**src/rtl/seq_uart_tx.sv**
```systemverilog
// UART 8N1 transmitter fed by the sequencer: small byte FIFO in front of a
// start/data/stop serializer, with registered back-pressure and drop flag.
module seq_uart_tx #(
    parameter int unsigned CLK_DIV    = 868,
    parameter int unsigned DATA_W     = 8,
    parameter int unsigned FIFO_DEPTH = 4
) (
    input  logic              clk,
    input  logic              rst,
    input  logic [DATA_W-1:0] i_data,
    input  logic              i_valid,
    output logic              o_busy,
    output logic              o_tx,
    output logic              o_idle,
    output logic              o_drop
);

    localparam int unsigned PTR_W  = (FIFO_DEPTH > 1) ? $clog2(FIFO_DEPTH) : 1;
    localparam int unsigned CNT_W  = PTR_W + 1;
    localparam int unsigned BAUD_W = (CLK_DIV > 1) ? $clog2(CLK_DIV) : 1;
    localparam int unsigned BIT_W  = (DATA_W > 1) ? $clog2(DATA_W) : 1;

    localparam logic [BAUD_W-1:0] BAUD_LAST = BAUD_W'(CLK_DIV - 1);
    localparam logic [BIT_W-1:0]  BIT_LAST  = BIT_W'(DATA_W - 1);
    localparam logic [CNT_W-1:0]  CNT_FULL  = CNT_W'(FIFO_DEPTH);

    localparam logic [1:0] IDLE  = 2'd0;
    localparam logic [1:0] START = 2'd1;
    localparam logic [1:0] DATA  = 2'd2;
    localparam logic [1:0] STOP  = 2'd3;

    logic [DATA_W-1:0] mem [FIFO_DEPTH];
    logic [PTR_W-1:0]  wr_ptr;
    logic [PTR_W-1:0]  rd_ptr;
    logic [CNT_W-1:0]  count;
    logic [CNT_W-1:0]  count_nxt;

    logic [1:0]        state;
    logic [1:0]        state_nxt;
    logic [BAUD_W-1:0] baud_cnt;
    logic [BAUD_W-1:0] baud_nxt;
    logic [BIT_W-1:0]  bit_idx;
    logic [BIT_W-1:0]  bit_nxt;
    logic [DATA_W-1:0] shift;
    logic [DATA_W-1:0] shift_nxt;
    logic              tx_nxt;

    logic              push;
    logic              pop;
    logic              baud_last;

    // o_busy is the registered full flag, so a push can never overflow
    assign push      = i_valid & ~o_busy;
    assign baud_last = (baud_cnt == BAUD_LAST);

    // Payload storage; written only on accept so X on an ignored i_data stays out
    always_ff @(posedge clk) begin
        if (push) begin
            mem[wr_ptr] <= i_data;
        end
    end

    // Next-state, FIFO pop and line-level decode
    always_comb begin
        state_nxt = state;
        baud_nxt  = baud_cnt;
        bit_nxt   = bit_idx;
        shift_nxt = shift;
        pop       = 1'b0;
        count_nxt = count;
        tx_nxt    = 1'b1;

        case (state)
            IDLE: begin
                if (count != '0) begin
                    pop       = 1'b1;
                    shift_nxt = mem[rd_ptr];
                    baud_nxt  = '0;
                    state_nxt = START;
                end
            end
            START: begin
                if (baud_last) begin
                    baud_nxt  = '0;
                    bit_nxt   = '0;
                    state_nxt = DATA;
                end else begin
                    baud_nxt = baud_cnt + BAUD_W'(1);
                end
            end
            DATA: begin
                if (baud_last) begin
                    baud_nxt  = '0;
                    shift_nxt = shift >> 1;
                    if (bit_idx == BIT_LAST) begin
                        state_nxt = STOP;
                    end else begin
                        bit_nxt = bit_idx + BIT_W'(1);
                    end
                end else begin
                    baud_nxt = baud_cnt + BAUD_W'(1);
                end
            end
            STOP: begin
                if (baud_last) begin
                    baud_nxt = '0;
                    // Chain straight into the next frame when data is waiting
                    if (count != '0) begin
                        pop       = 1'b1;
                        shift_nxt = mem[rd_ptr];
                        state_nxt = START;
                    end else begin
                        state_nxt = IDLE;
                    end
                end else begin
                    baud_nxt = baud_cnt + BAUD_W'(1);
                end
            end
            default: begin
                state_nxt = IDLE;
            end
        endcase

        case ({push, pop})
            2'b10:   count_nxt = count + CNT_W'(1);
            2'b01:   count_nxt = count - CNT_W'(1);
            default: count_nxt = count;
        endcase

        // Line level follows the state being entered so o_tx can be a flop
        case (state_nxt)
            START:   tx_nxt = 1'b0;
            DATA:    tx_nxt = shift_nxt[0];
            default: tx_nxt = 1'b1;
        endcase
    end

    // State, pointers and registered outputs
    always_ff @(posedge clk) begin
        if (rst) begin
            state    <= IDLE;
            baud_cnt <= '0;
            bit_idx  <= '0;
            shift    <= '0;
            wr_ptr   <= '0;
            rd_ptr   <= '0;
            count    <= '0;
            o_tx     <= 1'b1;
            o_busy   <= 1'b0;
            o_idle   <= 1'b1;
            o_drop   <= 1'b0;
        end else begin
            state    <= state_nxt;
            baud_cnt <= baud_nxt;
            bit_idx  <= bit_nxt;
            shift    <= shift_nxt;
            count    <= count_nxt;
            if (push) begin
                wr_ptr <= wr_ptr + PTR_W'(1);
            end
            if (pop) begin
                rd_ptr <= rd_ptr + PTR_W'(1);
            end
            o_tx   <= tx_nxt;
            o_busy <= (count_nxt == CNT_FULL);
            o_idle <= (count_nxt == '0) && (state_nxt == IDLE);
            o_drop <= i_valid & o_busy;
        end
    end

endmodule

```
**config.mk**
```make
export PLATFORM = sky130hd
export DESIGN_NAME = seq_uart_tx
export DESIGN_NICKNAME = d
export VERILOG_FILES = /design/src/rtl/seq_uart_tx.sv
export SDC_FILE = /design/constraint.sdc
export NUM_CORES = 1
export LEC_CHECK = 0
export ABC_AREA = 1
export BUFFER_PORTS_ARGS = -buffer_cell sky130_fd_sc_hd__buf_2
export CORE_ASPECT_RATIO = 1.5
export CORE_MARGIN = 1.5
export CORE_UTILIZATION = 55
export DETAILED_ROUTE_END_ITERATION = 10
export GPL_ROUTABILITY_DRIVEN = 0
export HOLD_SLACK_MARGIN = 0.12
export PLACE_DENSITY = 0.85
export REMOVE_ABC_BUFFERS = 1
export SLEW_MARGIN = 20
export SYNTH_ARGS = -nofsm -noshare
export SYNTH_HDL_FRONTEND = slang
export SYNTH_SLANG_ARGS = --single-unit
export TNS_END_PERCENT = 100
```
**constraint.sdc**
```tcl
create_clock -name clk -period 3.6 [get_ports clk]
set_clock_uncertainty 0.2 [all_clocks]
set_input_delay 0.18 -clock clk [delete_from_list [all_inputs] [get_ports clk]]
set_output_delay 0.18 -clock clk [all_outputs]
set_load 0.02 [all_outputs]
```
# [After elaboration in Yosys (flattened, before gate mapping)]
# Memory sizes are Yosys's and may differ from the RTL's. A register that Yosys moved wholly into a read port is not among the register bits.
# Cells that the tools add are included.
[classes] add_sub_neg=6 multipliers=0 div=0 magnitude_cmp=0 eq_ne=15 shifts=0 n_mux=27 bitwise_logic=3 reduce_logical=10
[ops] operator="$mux W8" count=3
[ops] operator="$pmux W8 S3" count=1
[ops] operator="$mux W10" count=2
[ops] operator="$pmux W10 S2" count=1
[ops] operator="$mux W2" count=7
[ops] operator="$pmux W3 S2" count=2
[ops] operator="$add A10 B1 Y10 const B" count=1
[ops] operator="$eq A10 B10 Y1 const B" count=1
[ops] operator="$ne A2 B2 Y1 const B" count=5
[ops] operator="$mux W3" count=3
[ops] operator="$eq A2 B2 Y1 const B" count=4
[ops] operator="$pmux W2 S4" count=1
[ops] operator="$add A3 B1 Y3 const B" count=2
[ops] operator="$eq A2 B1 Y1 const B" count=3
[ops] operator="$eq A3 B3 Y1 const B" count=2
[ops] operator="$reduce_bool A3 Y1" count=2
[ops] operator="$mux W1" count=5
[ops] operator="$add A2 B1 Y2 const B" count=2
[ops] operator="$logic_not A2 Y1" count=2
[ops] operator="$pmux W1 S2" count=2
[ops] operator="$reduce_and A4 Y1" count=1
[ops] operator="$logic_not A3 Y1" count=1
[ops] operator="$reduce_and A3 Y1" count=1
[ops] operator="$reduce_or A3 Y1" count=1
[ops] operator="other kinds (5)" count=6
[totals] ff_bits=34 latchBits=0 mem_bits_rw=32 mem_bits_ro=0 word_cells=74 memories=1
[mem_list] memory="mem" words=4 word_bits=8 read_ports=1 rd_clocked_by_memory_dff=1 write_ports=1 line="32" text="logic [DATA_W-1:0] mem [FIFO_DEPTH];"

# [Logic depth before layout (Yosys ltp)]
# Gate-level depths: netlist of the first run.
[logic_depth] depth_word=8 mapped_depth=18 depth_no_buf=18

# [Least setup slack after synthesis of the first run]
# OpenSTA, ideal clock, no wires.
[synth_timing] kind="register -> register" startpoint="reg baud_cnt[0]" endpoint="reg o_idle" arrival_ps=2333 path_slack_ps=945 stages_incl_launch_ff=19 cell_sequence="dfxtp_1 -> ha_1 -> nand2_1 -> nor2_2 -> nand3_4 -> nand2_4 -> nand2_4 -> inv_6 -> nand2_4 -> clkinv_4 -> ha_1 -> inv_1 -> fa_1 -> a21oi_1 -> o21ai_0 -> xor2_1 -> nor2_1 -> nand2_1 -> nand2_1"
[synth_between] elab_chain_len=7
[synth_lines] element="start: declaration" line="40" text="logic [BAUD_W-1:0] baud_cnt;"
[synth_lines] element="start signal: assignment" line="154" text="baud_cnt <= baud_nxt;"
[synth_lines] element="$eq A10 B10 Y1 (*)" line="54" text="assign baud_last = (baud_cnt == BAUD_LAST);"
[synth_lines] element="$mux W1 (*)" line="105" text="if (baud_last) begin"
[synth_lines] element="$pmux W1 S2 (*)" line="73" text="case (state)"
[synth_lines] element="net pop" line="49" text="logic pop;"
[synth_lines] element="$eq A2 B1 Y1 or $eq A2 B2 Y1 (tied branches)" line="124" text="case ({push, pop})"
[synth_lines] element="$pmux W3 S2 (*)" line="124"
[synth_lines] element="$logic_not A3 Y1 (*)" line="166" text="o_idle <= (count_nxt == '0) && (state_nxt == IDLE);"
[synth_lines] element="$logic_and A1 B1 Y1 (*)" line="166"
[synth_lines] element="end signal: assignment" line="166"
[synth_lines] element="end: declaration" line="14" text="output logic o_idle,"
# Mark *: on every way through the listed nets, which the timed path passes. The rest lies on a longest branch.
# A chain may end at the register's enable or synchronous reset.

# [Final worst setup path of the first run]
# Ends and elaborated chain as after synthesis.

==> results.sh, run 1 <==
export IMPL_status="complete, no violations"
export IMPL_grt_pass1_wl_mm=10.7
export IMPL_htreeDepth=3
export IMPL_yosysSeqAreaShare_pct=51.5
export IMPL_coreArea_sq_um=5790
export IMPL_cp_slowest_cell="dfxtp_1"
export IMPL_syn_area_sq_um=3260
export IMPL_avgViaCountPerCell=5.17
export IMPL_dieArea_sq_um=6420
export IMPL_diodes=0
export IMPL_wire_per_inst_um=12.9
export IMPL_worstPathCellList="ha_1 > nand2_1 > nor2_2 > nand3_4 > nand2_4 > nand2_4 > inv_6 > nand2_4 > clkinv_4 > ha_1 > inv_1 > fa_1 > a21oi_1 > o21ai_0 > xor2_1 > nor2_1 > nand2_1 > nand2_1"
export IMPL_syn_inst=386
export IMPL_synth_area_leaders="edfxtp_1, dfxtp_1, nand2_1"
export IMPL_overflow=0
export IMPL_initial_utilization_pct=56.4
export IMPL_finalSetupViolCount=0
export IMPL_ir_drop_mv=0.620
export IMPL_rsz0062_at_grt="false"
export IMPL_drive_gt1_share_pct=12.4
export IMPL_timing_fmax_ghz=0.343
export IMPL_drt_iter0_drc=107
export IMPL_final_core_util_pct=64.4
export IMPL_power_leakage_nw=1.56
export IMPL_synth_top_area_share_pct=29.4
export IMPL_port_buffer_count=14
export IMPL_finalCritPeriodShare_pct=80.9
export IMPL_cts_hold_buf=11
export IMPL_fin_nets=440
export IMPL_clkPwrFrac_pct=24.6
export IMPL_clk_latency_ps=350
export IMPL_cpPeakStageDelay_ps=430
export IMPL_grt_antenna_before_repair=0
export IMPL_clock_tree_root_cell="clkbuf_8"
export IMPL_reg2reg_slack_ps=690
export IMPL_p_switching_w=0.00116
export IMPL_p_per_area_nw_per_um2=769
export IMPL_comb_power_share_pct=40.2
export IMPL_ios=15
export IMPL_vias=2543
export IMPL_p_int_w=0.00170
export IMPL_detail_route_antenna_nets=0
export IMPL_drv_slew=0
export IMPL_sw_frac_of_total_pct=40.6
export IMPL_cts_path_max_buffers=2
export IMPL_drtPass1Iterations=4
export IMPL_drc=0
export IMPL_yosysUniqueCellTypes=37
export IMPL_placed_cells=465
export IMPL_clk_pin_slew_ps=70
export IMPL_ys_seq_elements=68
export IMPL_crit_type="flop to flop"
export IMPL_crit_fanout=9
export IMPL_arrival_ps=2950
export IMPL_routed_wirelength_mm=6.36
export IMPL_fp_row_count=34
export IMPL_cp_required_ps=3640
export IMPL_die_w_um=65.9
export IMPL_grt_max_degree=23
export IMPL_tightestPinTransition_ps=779
export IMPL_first_global_vias=2471
export IMPL_finalHoldViolCount=0
export IMPL_fill_cells=487
export IMPL_seq_power_share_pct=35.2
export IMPL_numCtsBuffers=9
export IMPL_hold_class="flop to flop"
export IMPL_layoutNonFillerInstCount=492
export IMPL_end_kind="flop"
export IMPL_placed_cell_area_sq_um=3400
export IMPL_cts_resized=0
export IMPL_area_growth_pct=14.2
export IMPL_cts_tree="done"
export IMPL_start_kind="flop"
export IMPL_yosys_warnings=0
export IMPL_layout_min_cycle_time_ps=2910
export IMPL_post_synth_cell_area_avg_sq_um=8.46
export IMPL_hpwl_mm=4.22
export IMPL_synth_largest_area_cell="edfxtp_1"
export IMPL_max_cap_violations=0
export IMPL_grt_use_total_pct=22.1
export IMPL_postCtsSetupRepairBufs=0
export IMPL_maxSlewHeadroom_pct=47.9
export IMPL_die_h_um=97.4
export IMPL_final_area_sq_um=3730
export IMPL_finalSetupTns_ps=0
export IMPL_clock_sinks=68
==> worst max-delay path: cells and delay by family (launching register included) <==
family | cells | cell delay [ps]
AND/OR/NAND/NOR | 9 | 760
AO/OA/AOI/OAI | 2 | 260
buffers and inverters | 3 | 210
flip-flops | 1 | 430
XOR/XNOR | 1 | 180
adder cells (fa/ha/maj) | 3 | 750
==> flip-flops by register name, indices dropped and copies added, names as in the netlist, named ones only <==
| name | flops |
|---|---|
| baud_cnt | 10 |
| bit_idx | 3 |
| count | 3 |
| mem | 32 |
| o_busy | 1 |
| o_drop | 1 |
| o_idle | 1 |
| o_tx | 1 |
| rd_ptr | 2 |
| shift | 8 |
| state | 2 |
| wr_ptr | 2 |
==> placed cells by master, fill, tap and decap left out, drive strengths merged, types with 4 or more instances in the layout <==
cell type	instances
buf	16
o21ai	27
inv	39
nor3	4
ha	13
clkbuf	9
a21oi	27
clkinv	4
nand3	15
dlygate4sd3	11
nor2	58
edfxtp	32
nand2	106
dfxtp	36
==> Yosys cell counts, drive strengths merged <==
library cell  count
nand2           106
nor2             58
inv              37
dfxtp            36
edfxtp           32
a21oi            27
o21ai            27
nand3            15
ha               13
buf               7
nor3              4
a211oi            3
and3              3
clkinv            3
clkbuf            2
nand4             2
o22ai             2
xor2              2
a22oi             1
a31o              1
a31oi             1
fa                1
nand3b            1
o211a             1
xnor2             1
==> logic make-up (layout without fill, tap and decap cells) <==
kind of cell             after synthesis  in the layout  synth area share [%]
buffers and inverters                 49             83                  6.25
AO/OA/AOI/OAI                         63             63                  11.0
AND/OR/NAND/NOR                      189            189                  24.8
XOR/XNOR                               3              3                 0.805
adder cells (fa/ha/maj)               14             14                  5.60
flip-flops                            68             68                  51.5
==> path summary, 6_finish.rpt <==
check	cells past startpoint	end	from
max	18	o_idle$_SDFF_PP1_	baud_cnt[0]$_SDFFE_PP0P_
min	2	shift[2]$_SDFFE_PP0P_	shift[2]$_SDFFE_PP0P_
max reg2reg	18	o_idle$_SDFF_PP1_	baud_cnt[0]$_SDFFE_PP0P_
min reg2reg	2	shift[2]$_SDFFE_PP0P_	shift[2]$_SDFFE_PP0P_
==> final cells by class <==
type / instances / area [sq um] / share of cell area (%)
flip-flops and latches: 68 / 1680 / 45.1
inverters: 40 / 160 / 4.30
clock inverters: 7 / 97.6 / 2.62
repair buffers: 27 / 195 / 5.24
multi-input cells: 269 / 1380 / 37.0
clock buffers: 9 / 124 / 3.32
well taps: 72 / 90.1 / 2.42
==> power groups by stage <==
stage | Combinational [W] | Clock (W) | Sequential, W
after floorplan | 0.000836 | 0 | 0.00104
after global placement | 0.00110 | 0 | 0.00102
after detailed placement | 0.00113 | 0 | 0.00102
after CTS | 0.00114 | 0.000707 | 0.00101
after global routing | 0.00131 | 0.000756 | 0.00102
final | 0.00115 | 0.000704 | 0.00101
==> layer usage <==
layer | up-vias | track usage, % | routed length [um] | part of all wire (%)
met5 | - | 0 | 0 | 0
met4 | 0 | 10.1 | 139 | 2.2
met3 | 11 | 6.72 | 236 | 3.7
met2 | 51 | 38.3 | 3390 | 53
met1 | 1161 | 23.8 | 2590 | 41
li1 | 1320 | - | - | -
==> per-stage QoR <==
| stage | setup WS (ps) | power, W | hold WS, ps |
|---|---|---|---|
| global placement | 791 | 0.00212 | 187 |
| detailed placement | 694 | 0.00215 | 195 |
| CTS | 694 | 0.00286 | 288 |
| finish | 687 | 0.00286 | 288 |
| floorplan | 945 | 0.00188 | 42.4 |
| global route | 476 | 0.00308 | 308 |
(Power assumes the default switching activity.)
==> run 2: changes to the inputs <==
clock period = 2.95 ns   (was 3.6 ns; I/O delays follow)
==> run 2 against run 1 <==
Design area rose by 1.9%; clock power rose by 19%; highest routed layer unchanged; register-to-register slack got worse by 480 ps; die area did not move; fmax rose by 6.3%; critical path type unchanged; worst hold slack got worse by 1.5 ps; sequential power rose by 23%; critical path depth did not move; final cell count rose by 1.2%; global-route usage barely moved; count of clock-buffer cells in the layout rose by 1; core utilization rose by 1.2 points.
==> results.sh, run 2 (same netlist as run 1, synthesis figures left out) <==
export IMPL_status="complete, no violations"
export IMPL_reg_top3="mem (32), baud_cnt (10), shift (8)"
export IMPL_place_worst_setup_slack_ps=16.5
export IMPL_whs_ps=286
export IMPL_grt_use_total_pct=22.1
export IMPL_drive_gt1_share_pct=14.8
export IMPL_overflow=0
export IMPL_crit_fanout=9
export IMPL_tightestPinTransition_ps=811
export IMPL_drc=0
export IMPL_numCtsBuffers=9
export IMPL_hpwl_mm=4.19
export IMPL_diodes=0
export IMPL_port_buffer_count=14
export IMPL_ios=15
export IMPL_cts_tree="done"
export IMPL_placed_cells=466
export IMPL_layoutNonFillerInstCount=498
export IMPL_vias=2599
export IMPL_clk_pin_slew_ps=70
export IMPL_start_kind="flop"
export IMPL_drtPass1Iterations=4
export IMPL_end_kind="flop"
export IMPL_avgViaCountPerCell=5.22
export IMPL_detail_route_antenna_nets=0
export IMPL_finalSetupViolCount=0
export IMPL_drv_slew=0
export IMPL_layout_common_cells="nand2_1, nor2_1, inv_1"
export IMPL_drt_iter0_drc=243
export IMPL_grt_use_met3_pct=4.52
export IMPL_power_leakage_nw=1.59
export IMPL_grt_pass1_wl_mm=10.8
export IMPL_area_growth_pct=16.3
export IMPL_fin_ws_ps=210
export IMPL_arrival_ps=2820
export IMPL_clock_tree_root_cell="clkbuf_8"
export IMPL_clk_latency_ps=340
export IMPL_p_per_area_nw_per_um2=940
export IMPL_max_cap_violations=0
export IMPL_layout_min_cycle_time_ps=2740
export IMPL_dieArea_sq_um=6420
export IMPL_wire_per_inst_um=13.0
export IMPL_initial_utilization_pct=56.4
export IMPL_fp_row_count=34
export IMPL_crit_type="flop to flop"
export IMPL_ir_drop_mv=0.577
export IMPL_final_area_sq_um=3800
export IMPL_largest_register_ffs=32
export IMPL_final_common_cell="nand2_1"
export IMPL_htreeDepth=3
export IMPL_first_global_vias=2483
export IMPL_clock_sinks=68
export IMPL_fin_nets=446
export IMPL_finalCritPeriodShare_pct=92.9
export IMPL_maxSlewHeadroom_pct=45.7
export IMPL_cts_path_max_buffers=2
export IMPL_grt_antenna_before_repair=0
export IMPL_finalHoldViolCount=0
export IMPL_coreArea_sq_um=5790
export IMPL_die_h_um=97.4
export IMPL_grt_busiest_layer="met2"
export IMPL_cp_required_ps=3030
export IMPL_met2_usage_pct=37.5
export IMPL_placed_cell_area_sq_um=3400
export IMPL_met1_usage_pct=25.6
export IMPL_routed_wirelength_mm=6.47
export IMPL_grt_max_degree=23
export IMPL_hold_class="flop to flop"
export IMPL_timing_fmax_ghz=0.365
export IMPL_top_register="mem"
export IMPL_die_w_um=65.9
## run 2: changes by cell type in the layout (fill, tap and decap cells not counted), moves of 2 or more
cell | previous run | this run
buf_4 | 2 | 8
dfxtp_1 | 36 | 33
clkinvlp_4 | 2 | 0
dfxtp_4 | 0 | 2
## run 2: cell type report
| class | instances | area (sq um) |
|---|---|---|
| flip-flops and latches | 68 | 1690 |
| clock inverters | 6 | 87.6 |
| repair buffers | 33 | 240 |
| well taps | 72 | 90.1 |
| fillers | 464 | 1990 |
| clock buffers | 10 | 128 |
| multi-input cells | 269 | 1400 |
| inverters | 40 | 160 |
## run 2: what timing repair did
item | 4_1_cts | 5_1_grt
gates resized for setup | 0 | 11
setup buffers | 0 | 5
setup endpoints to repair | 0 | 3
endpoints found under the hold margin | 51 | 0
hold buffers | 11 | 0
## run 2: per-stage QoR
stage | total power [W] | setup TNS, ps | util (%)
2_1_floorplan | 0.00229 | 0 | -
3_3_place_gp | 0.00260 | 0 | 58.8
3_5_place_dp | 0.00264 | 0 | 58.8
4_1_cts | 0.00348 | 0 | 64.4
5_1_grt | 0.00382 | -1.83 | 65.6
6_report | 0.00357 | 0 | 65.6
## run 2: final timing paths
| path | slack (ps) | cells after the start | from | end |
|---|---|---|---|---|
| hold / removal | 290 | 2 | shift[6]$_SDFFE_PP0P_ | shift[6]$_SDFFE_PP0P_ |
| setup / recovery | 210 | 18 | baud_cnt[0]$_SDFFE_PP0P_ | o_idle$_SDFF_PP1_ |
| hold reg to reg | 290 | 2 | shift[6]$_SDFFE_PP0P_ | shift[6]$_SDFFE_PP0P_ |
| setup reg to reg | 210 | 18 | baud_cnt[0]$_SDFFE_PP0P_ | o_idle$_SDFF_PP1_ |
## run 2: critical path, cell delays in order (launching register included)
cell and delay, ps:
dfxtp_4 380, ha_4 150, nand2_1 80, nor2_4 150
nand3_4 100, nand2_4 110, nand2_4 60, inv_6 90
nand2_4 60, clkinv_4 60, ha_1 130, inv_1 70
fa_2 520, nor2_1 40, a21oi_1 170, nand2_1 110
nor2_1 100, nand2_1 50, nand2_1 40
## run 2: layer usage
metal | vias to the layer above | routed length [um]
li1 | 1331 | -
met2 | 55 | 3520
met5 | - | 0
met1 | 1204 | 2630
met4 | 0 | 102
met3 | 9 | 213
## run 2: power breakdown
part	switching, W	total (W)	internal [W]
Sequential	0.0000954	0.00124	0.00114
Clock	0.000361	0.000839	0.000478
Combinational	0.000973	0.00149	0.000519
